File: src/rtl/load_align_unit_if.sv
// Bundles the request, memory and result handshakes of load_align_unit.
// The slave view is the alignment unit itself; the master view is its environment
// (execute stage, data memory and result consumer).
interface load_align_unit_if #(
  parameter int XLEN = 32
);
  // Load request from the execute stage
  logic            req_valid;
  logic            req_ready;
  logic [XLEN-1:0] req_addr;
  logic [1:0]      req_size;
  logic            req_unsigned;
  logic [4:0]      req_rd;

  // Aligned data-memory read port
  logic            mem_req_valid;
  logic            mem_req_ready;
  logic [XLEN-1:0] mem_req_addr;
  logic            mem_rsp_valid;
  logic [XLEN-1:0] mem_rsp_data;

  // Aligned, extended result
  logic            out_valid;
  logic            out_ready;
  logic [XLEN-1:0] out_data;
  logic [4:0]      out_rd;
  logic            out_err;

  modport slave (
    input  req_valid, req_addr, req_size, req_unsigned, req_rd,
    output req_ready,
    output mem_req_valid, mem_req_addr,
    input  mem_req_ready, mem_rsp_valid, mem_rsp_data,
    output out_valid, out_data, out_rd, out_err,
    input  out_ready
  );

  modport master (
    output req_valid, req_addr, req_size, req_unsigned, req_rd,
    input  req_ready,
    input  mem_req_valid, mem_req_addr,
    output mem_req_ready, mem_rsp_valid, mem_rsp_data,
    input  out_valid, out_data, out_rd, out_err,
    output out_ready
  );
endinterface

File: src/rtl/load_align_unit.sv
// Load-data alignment and extension unit. Accepts one load at a time, issues one
// or two aligned memory reads (two when the access crosses a word boundary),
// merges the beats, selects the addressed bytes and sign- or zero-extends them.
module load_align_unit #(
  parameter int XLEN             = 32,
  parameter bit ALLOW_MISALIGNED = 1'b1
) (
  input logic             clk,
  input logic             rst_n,
  load_align_unit_if.slave bus
);

  localparam int B  = XLEN / 8;       // bytes per memory beat
  localparam int OW = $clog2(B);      // width of the byte offset within a beat

  typedef enum logic [2:0] {
    IDLE,
    REQ0,
    WAIT0,
    REQ1,
    WAIT1,
    RESP
  } state_t;

  state_t          state;
  logic [OW-1:0]   off_q;
  logic [1:0]      size_q;
  logic            uns_q;
  logic            split_q;
  logic [XLEN-1:0] beat0_q;

  // Keep the low bytes selected by size and fill the upper bits with the sign
  // of the kept field (or zeros); a full-width access has no fill bits at all.
  function automatic logic [XLEN-1:0] extend(input logic [XLEN-1:0] k,
                                             input logic [1:0]      size,
                                             input logic            uns);
    logic [XLEN-1:0] mask;
    logic [6:0]      nbits;
    logic            sign;
    nbits = 7'd8 << size;
    mask  = ~({XLEN{1'b1}} << nbits);
    case (size)
      2'd0:    sign = k[7];
      2'd1:    sign = k[15];
      2'd2:    sign = k[31];
      default: sign = k[XLEN-1];
    endcase
    sign = sign & ~uns;
    return (k & mask) | ({XLEN{sign}} & ~mask);
  endfunction

  // Classification of the request currently offered on the request port
  logic [4:0] req_end;
  logic       req_split;
  logic       req_illegal;
  logic       req_reject;

  assign req_end     = 5'(bus.req_addr[OW-1:0]) + (5'd1 << bus.req_size);
  assign req_split   = req_end > 5'(B);
  assign req_illegal = (XLEN == 32) && (bus.req_size == 2'd3);
  assign req_reject  = req_illegal || (req_split && !ALLOW_MISALIGNED);

  // Final-beat merge: {beat1, beat0} for split loads, {0, beat} otherwise
  logic [2*XLEN-1:0] merged;
  logic [XLEN-1:0]   result;

  assign merged = (state == WAIT1) ? {bus.mem_rsp_data, beat0_q}
                                   : {{XLEN{1'b0}}, bus.mem_rsp_data};
  assign result = extend(XLEN'(merged >> {off_q, 3'b000}), size_q, uns_q);

  // Load sequencing FSM; every interface output is a register updated here
  always_ff @(posedge clk or negedge rst_n) begin
    if (!rst_n) begin
      state             <= IDLE;
      off_q             <= '0;
      size_q            <= '0;
      uns_q             <= 1'b0;
      split_q           <= 1'b0;
      beat0_q           <= '0;
      bus.req_ready     <= 1'b1;
      bus.mem_req_valid <= 1'b0;
      bus.mem_req_addr  <= '0;
      bus.out_valid     <= 1'b0;
      bus.out_data      <= '0;
      bus.out_rd        <= '0;
      bus.out_err       <= 1'b0;
    end else begin
      // NOTE: non-blocking assignments here so every branch reads pre-edge register values.
      case (state)
        IDLE: begin
          if (bus.req_valid) begin
            bus.req_ready <= 1'b0;
            off_q         <= bus.req_addr[OW-1:0];
            size_q        <= bus.req_size;
            uns_q         <= bus.req_unsigned;
            split_q       <= req_split;
            bus.out_rd    <= bus.req_rd;
            if (req_reject) begin
              state         <= RESP;
              bus.out_valid <= 1'b1;
              bus.out_err   <= 1'b1;
              bus.out_data  <= '0;
            end else begin
              state             <= REQ0;
              bus.mem_req_valid <= 1'b1;
              bus.mem_req_addr  <= {bus.req_addr[XLEN-1:OW], {OW{1'b0}}};
            end
          end
        end
        REQ0: begin
          if (bus.mem_req_ready) begin
            bus.mem_req_valid <= 1'b0;
            state             <= WAIT0;
          end
        end
        WAIT0: begin
          if (bus.mem_rsp_valid) begin
            if (split_q) begin
              beat0_q           <= bus.mem_rsp_data;
              state             <= REQ1;
              bus.mem_req_valid <= 1'b1;
              bus.mem_req_addr  <= bus.mem_req_addr + XLEN'(B);
            end else begin
              state         <= RESP;
              bus.out_valid <= 1'b1;
              bus.out_err   <= 1'b0;
              bus.out_data  <= result;
            end
          end
        end
        REQ1: begin
          if (bus.mem_req_ready) begin
            bus.mem_req_valid <= 1'b0;
            state             <= WAIT1;
          end
        end
        WAIT1: begin
          if (bus.mem_rsp_valid) begin
            state         <= RESP;
            bus.out_valid <= 1'b1;
            bus.out_err   <= 1'b0;
            bus.out_data  <= result;
          end
        end
        RESP: begin
          if (bus.out_ready) begin
            bus.out_valid <= 1'b0;
            bus.req_ready <= 1'b1;
            state         <= IDLE;
          end
        end
        default: state <= IDLE;
      endcase
    end
  end

endmodule

File: src/flat_wrapper.sv
// flat-port wrapper written by rule: the top's interface ports become plain ports
module load_align_unit_flat 
#(
  parameter int XLEN             = 32,
  parameter bit ALLOW_MISALIGNED = 1'b1
)
  (clk, rst_n, bus_req_valid, bus_req_addr, bus_req_size, bus_req_unsigned, bus_req_rd, bus_req_ready, bus_mem_req_valid, bus_mem_req_addr, bus_mem_req_ready, bus_mem_rsp_valid, bus_mem_rsp_data, bus_out_valid, bus_out_data, bus_out_rd, bus_out_err, bus_out_ready);
  load_align_unit_if #(.XLEN(XLEN)) bus_i ();
  input logic clk;
  input logic rst_n;
  input wire logic [$bits(bus_i.req_valid)-1:0] bus_req_valid;
  input wire logic [$bits(bus_i.req_addr)-1:0] bus_req_addr;
  input wire logic [$bits(bus_i.req_size)-1:0] bus_req_size;
  input wire logic [$bits(bus_i.req_unsigned)-1:0] bus_req_unsigned;
  input wire logic [$bits(bus_i.req_rd)-1:0] bus_req_rd;
  output wire logic [$bits(bus_i.req_ready)-1:0] bus_req_ready;
  output wire logic [$bits(bus_i.mem_req_valid)-1:0] bus_mem_req_valid;
  output wire logic [$bits(bus_i.mem_req_addr)-1:0] bus_mem_req_addr;
  input wire logic [$bits(bus_i.mem_req_ready)-1:0] bus_mem_req_ready;
  input wire logic [$bits(bus_i.mem_rsp_valid)-1:0] bus_mem_rsp_valid;
  input wire logic [$bits(bus_i.mem_rsp_data)-1:0] bus_mem_rsp_data;
  output wire logic [$bits(bus_i.out_valid)-1:0] bus_out_valid;
  output wire logic [$bits(bus_i.out_data)-1:0] bus_out_data;
  output wire logic [$bits(bus_i.out_rd)-1:0] bus_out_rd;
  output wire logic [$bits(bus_i.out_err)-1:0] bus_out_err;
  input wire logic [$bits(bus_i.out_ready)-1:0] bus_out_ready;
  assign bus_i.req_valid = bus_req_valid;
  assign bus_i.req_addr = bus_req_addr;
  assign bus_i.req_size = bus_req_size;
  assign bus_i.req_unsigned = bus_req_unsigned;
  assign bus_i.req_rd = bus_req_rd;
  assign bus_req_ready = bus_i.req_ready;
  assign bus_mem_req_valid = bus_i.mem_req_valid;
  assign bus_mem_req_addr = bus_i.mem_req_addr;
  assign bus_i.mem_req_ready = bus_mem_req_ready;
  assign bus_i.mem_rsp_valid = bus_mem_rsp_valid;
  assign bus_i.mem_rsp_data = bus_mem_rsp_data;
  assign bus_out_valid = bus_i.out_valid;
  assign bus_out_data = bus_i.out_data;
  assign bus_out_rd = bus_i.out_rd;
  assign bus_out_err = bus_i.out_err;
  assign bus_i.out_ready = bus_out_ready;
  load_align_unit #(.XLEN(XLEN), .ALLOW_MISALIGNED(ALLOW_MISALIGNED)) u_core (.clk(clk), .rst_n(rst_n), .bus(bus_i));
endmodule
File: config.mk
export PLATFORM = sky130hd
export DESIGN_NAME = load_align_unit_flat
export DESIGN_NICKNAME = d
export VERILOG_FILES = /design/src/rtl/load_align_unit_if.sv /design/src/rtl/load_align_unit.sv /design/src/flat_wrapper.sv
export SDC_FILE = /design/constraint.sdc
export NUM_CORES = 1
export LEC_CHECK = 0
export ABC_AREA = 1
export CORE_UTILIZATION = 55
export CTS_BUF_LIST = sky130_fd_sc_hd__clkbuf_8
export CTS_CLUSTER_SIZE = 24
export DETAILED_ROUTE_END_ITERATION = 8
export PLACE_DENSITY = 0.95
export SLEW_MARGIN = 20
export SYNTH_ARGS = -nofsm -noshare
export SYNTH_HDL_FRONTEND = slang
export SYNTH_SLANG_ARGS = --single-unit
File: constraint.sdc
create_clock -name clk -period 4.62 [get_ports clk]
set_input_delay 0.924 -clock clk [delete_from_list [all_inputs] [get_ports clk]]
set_output_delay 0.924 -clock clk [all_outputs]
set_load 0.05 [all_outputs]
Word-level counts from Yosys, hierarchy flattened
Index checks and enable logic that the tools add are counted.
- bits in latches: 0
- memories kept: 0
- bits in registers: 114
- memory bits (read-only): 0
- output and inout bits: 73
- bits in writable memories: 0
- bitwise logic cells: 7
- eq/ne operators: 18
- shift operators: 4
- muxes and demuxes: 42
- multiply operators: 0
- add/sub/neg operators: 2
- reductions and logical operators: 16
- divide/modulo/power cells: 0
- order comparisons: 1
- operators by type and width (cell ; count):
    32-bit 2-to-1 mux ; 9
    32-bit case mux with 3 select lines ; 1
    32-bit bitwise AND ; 2
    64-bit 2-to-1 mux ; 1
    32-bit NOT ; 2
    32-bit case mux with 2 select lines ; 1
    64-bit by 5-bit >> shifter with 32-bit output ; 1
    32-bit by 3-bit adder with 32-bit output (second input constant) ; 1
    32-bit OR ; 1
    32-bit by 7-bit left shift with 32-bit output (first input constant) ; 1
    3-bit 2-to-1 mux ; 8
    3-bit case mux with 6 select lines ; 1
    6-bit AND reduction ; 3
    1-bit 2-to-1 mux ; 16
    2-bit != test (second input constant) ; 8
    7-bit AND reduction ; 1
    4-bit by 2-bit left shift with 7-bit output (first input constant) ; 1
    3-bit by 2-bit equality test with 1-bit output (second input constant) ; 2
    3-bit equality test (second input constant) ; 2
    2-bit by 1-bit != test with 1-bit output (second input constant) ; 3
    1-bit case mux with 3 select lines ; 2
    3-bit AND reduction ; 2
    3-bit nonzero test ; 2
    2-bit by 5-bit adder with 5-bit output ; 1
    16 further kinds ; 18

Longest topological paths before layout
- depth after elaboration: 10
- mapped depth: 13
- depth with buffers taken out: 12

Worst setup path after synthesis
Ideal clock, no wire load.
- path kind: input -> register
- start: in bus_req_size[1]
- end: reg u_core.split_q
- setup time: 0.131 ns
- stages on the path: 8
- buffers on the path: 1
- arrival: 2.123 ns
- setup slack: 2.366 ns
- cell sequence: clkbuf_1 > nor2_1 > ha_1 > inv_1 > fa_1 > inv_1 > o21ai_0 > o211ai_1
- word-level cells in the longest chain between the ends: 3
- ends and longest elaborated chain (item ; RTL line ; RTL):
    start: declaration ; flat_wrapper.sv:13 ; input wire logic [$bits(bus_i.req_size)-1:0] bus_req_size;
    1-bit by 2-bit left shift with 5-bit output ; load_align_unit.sv:58 ; assign req_end = 5'(bus.req_addr[OW-1:0]) + (5'd1 << bus.req_size);
    2-bit by 5-bit adder with 5-bit output ; load_align_unit.sv:58 ;
    5-bit by 3-bit greater-than comparator with 1-bit output ; load_align_unit.sv:59 ; assign req_split = req_end > 5'(B);
    end signal: assignment ; load_align_unit.sv:96 ; split_q <= req_split;
    end: declaration ; load_align_unit.sv:29 ; logic split_q;
Every way passes these cells.
A chain may end at the register's enable or synchronous reset.

Final worst setup path
- start: reg u_core.state[2]
- end: reg u_core.beat0_q[14]
- word-level cells in the longest chain between the ends: 2
- ends and longest elaborated chain (item ; RTL line ; RTL):
    start: declaration ; load_align_unit.sv:25 ; state_t state;
    start signal: assignment ; load_align_unit.sv:74 ; state <= IDLE;
    start signal: assignment ; load_align_unit.sv:99 ; state <= RESP;
    start signal: assignment ; load_align_unit.sv:104 ; state <= REQ0;
    3-bit by 2-bit equality test with 1-bit output ; load_align_unit.sv:89 ; case (state)
    3-bit AND reduction (no source line) ; - ;
    end signal: assignment ; load_align_unit.sv:119 ; beat0_q <= bus.mem_rsp_data;
    end: declaration ; load_align_unit.sv:30 ; logic [XLEN-1:0] beat0_q;
Every way passes these cells.

==> results.yml <==
setup_path:
  cp-start-kind: "flop"
  worstPathCellList: "inv_2 -> nand3_2 -> inv_2 -> buf_4 -> nand2_1 -> inv_1 -> nand2_1 -> buf_4 -> nor2_1 -> a21oi_1"
  r2r_start: "u_core.state[2]"
  cp_max_fo: 52
  worst-path-stages: 10
  cp-end-kind: "flop"
  crit_family: "buffers and inverters"
  setup.reg_to_reg.worst_slack_ns: 1.44
  cp.required_ns: 4.89
  arrival_ns: 3.45
  worst_r2r_path_depth: 10
  crit_path_top_delay_cell: "dfrtp_1"
  r2r-end: "u_core.beat0_q[14]"
  critical_path_class: "flop to flop"
  cp_slowest_stage_delay_ns: 0.54
  path_buf_inv: 5
logic_synthesis:
  synth.distinct_cells: 46
  syn_inst: 1012
  synth.cell_area_um2: 7050
  synth_edf_count: 0
  yosysWarnings: 0
  synth_top_flop_cell: "dfrtp_1"
  ys_seq_elements: 112
  async_reset_ff_share_pct: 100
  synth_top_cell_by_area: "dfrtp_1"
  synth_top_cell_area_share_pct: 39.4
  avgSynthCellArea_um2: 6.97
  ys_seq_area_share_pct: 39.7
  synthTopCellsByArea: "dfrtp_1 39%, nand2_1 17%, o21ai_0 7.7%"
global_route:
  track_usage_pct: 30.4
  overflow: 0
  grt_pass1_vias: 6602
  antenna_found_initial: 0
  grt_max_degree: 68
  grt_pass1_wl_mm: 31.7
floorplan:
  rows: 41
  die_w_um: 115
  start_util_pct: 56.1
  die-area_um2: 13300
  core-area_um2: 12600
  io_pins: 151
  chipHeight_um: 115
timing:
  fmaxAchievable_ghz: 0.315
  rsz0062_at_grt: "false"
  timing.slew.headroom_pct: 41.4
  hold_violations: 0
  drv_slew: 0
  skew_ns: 0.0155
  finalCritPeriodShare_pct: 68.8
  worst_slew_pin_slew_ns: 0.877
  tns_ns: 0
  setup_violations: 0
  post-route-min-period_ns: 3.18
clocking:
  clk_pin_slew_ns: 0.11
  holdBufCountCts: 0
  cts_made_buffers: 9
  cts_resized: 0
  cts_root_buffer: "clkbuf_8"
  cts_buffer_depth: 2
  clock_latency_ns: 0.40
  cts.sinks: 112
  h-tree-depth: 3
  post-cts-setup-buffers: 0
  cts_tree: "done"
cells_and_area:
  final_cells: 1304
  antennaDiodeCount: 0
  final_nets: 1209
  multi_input_area_um2: 3620
  areaGrowthSynthToFinish_pct: 23.8
  seqCellArea_um2: 2800
  fillers: 1032
  drive_above_1_share_pct: 6.71
routing:
  drtIter0Drc: 948
  antenna_left: 0
  wl_per_cell_um: 14.9
  firstDrtPassIters: 6
  routed_wl_mm: 19.4
  drc: 0
  viasPerCell: 5.61
  via_count: 7311
placed_design:
  placed_cells: 1288
  dp_hpwl_mm: 14.2
  routabilityCongestion: 0.996
  numPortBuffers: 148
worst_hold_path:
  hold_path_class: "input pin to asynchronous set/reset pin"
pwr:
  total_power_mw: 6.36
  power_density_nw_per_um2: 728
  p_leak_nw: 4.14
  max-vdd-ir-drop_uv: 332
job:
  max_cap_violations: 0
run_status:
  outcome: "finished clean"
-- synth_stat cells, types with 2 or more instances --
cell / number
a21oi_1: 50
a21oi_2: 5
a22oi_1: 2
a31oi_1: 3
buf_1: 4
buf_2: 12
buf_4: 8
buf_6: 7
clkbuf_1: 22
dfrtp_1: 111
ha_1: 3
inv_1: 82
inv_2: 6
mux2_2: 5
nand2_1: 324
nand2_2: 4
nand2_4: 2
nand3_1: 88
nand3_2: 4
nand3b_1: 3
nand4_1: 7
nor2_1: 58
nor2_2: 3
nor2_4: 2
nor3_1: 10
o211ai_1: 14
o21a_1: 2
o21ai_0: 109
o21ai_1: 17
o22ai_1: 9
or2_0: 3
or2_2: 15
xnor2_1: 2
xor2_1: 4
-- cells by family (layout without fill, tap and decap cells) --
group | Yosys count | in the layout | synth area share (%)
XOR/XNOR | 6 | 6 | 0.745
adder cells (fa/ha/maj) | 4 | 4 | 0.816
AO/OA/AOI/OAI | 213 | 213 | 16.3
AND/OR/NAND/NOR | 527 | 527 | 32.4
buffers and inverters | 143 | 262 | 9.01
multiplexers | 6 | 6 | 0.940
other | 1 | 2 | 0.0532
flip-flops | 112 | 112 | 39.7
-- routing by layer --
metal	wire length, µm	track usage, %	vias to the layer above
met5	0	0	-
met4	568	12.5	0
met3	1510	4.43	49
met2	8660	47.1	390
met1	8670	42.8	3350
li1	-	-	3522
-- area by class of cell --
cell class / instances / share of cell area (%)
timing repair buffer: 157 / 17.7
tap: 172 / 2.46
sequential: 112 / 32.1
clock inverter: 7 / 0.946
inverter: 89 / 3.83
multi-input combinational: 758 / 41.5
clock buffer: 9 / 1.42
-- power by group --
group | internal [mW] | switching, mW | total (mW)
Combinational | 1.23 | 2.67 | 3.90
Clock | 0.262 | 0.372 | 0.634
Sequential | 1.42 | 0.403 | 1.82
-- per-stage QoR --
step / setup slack [ns] / hold slack (ns) / utilization [%] / instance area [µm²]
after CTS: 1.49 / 0.436 / 69.5 / 8730
after global placement: 1.52 / 0.461 / 67.8 / 8520
after detailed placement: 1.47 / 0.461 / 67.8 / 8520
after global routing: 1.19 / 0.453 / 69.5 / 8730
final: 1.44 / 0.435 / 69.5 / 8730
after floorplan: 2.37 / 0.448 / - / 7060
-- placed cells by master (no fill, tap or decap), types with 2 or more instances in the layout --
cell               n
nor2_1            58
a22oi_1            2
xnor2_1            2
or2_0              3
nor2_2             3
a31oi_1            3
nand2_2            4
clkbuf_8           9
nand3_1           88
nand2_4            2
buf_4             10
o211ai_1          14
mux2_2             5
o21ai_1           17
nand2_1          324
clkdlybuf4s50_1  147
ha_1               3
xor2_1             4
o21ai_0          109
o21a_1             2
nor3_1            10
inv_2              6
o22ai_1            9
dfrtp_1          111
or2_2             15
nand3_2            4
nor2_4             2
conb_1             2
inv_1             82
a21oi_2            5
inv_6              5
nand3b_1           3
nand4_1            7
a21oi_1           50
-- worst max-delay path by stage --
stage | startpoint | end | slack [ns]
CTS | u_core.state[2] | u_core.beat0_q[9] | 1.49
detailed placement | bus_mem_rsp_valid | u_core.bus.mem_req_addr[8] | 1.47
global placement | bus_mem_rsp_valid | u_core.bus.mem_req_addr[8] | 1.52
finish | u_core.state[2] | u_core.beat0_q[14] | 1.44
global route | u_core.state[2] | u_core.beat0_q[8] | 1.19
floorplan | bus_req_size[1] | u_core.split_q | 2.37
-- flip-flops by register name (all words and copies together), names as in the netlist --
register and count:
u_core.beat0_q 32, u_core.bus.out_data 32, u_core.bus.mem_req_addr 30, u_core.bus.out_rd 5, u_core.state 3, u_core.off_q 2, u_core.size_q 2, u_core.bus.mem_req_valid 1
u_core.bus.out_err 1, u_core.bus.out_valid 1, u_core.bus.req_ready 1, u_core.split_q 1, u_core.uns_q 1
No activity file was read; power rests on OpenSTA's default activity.
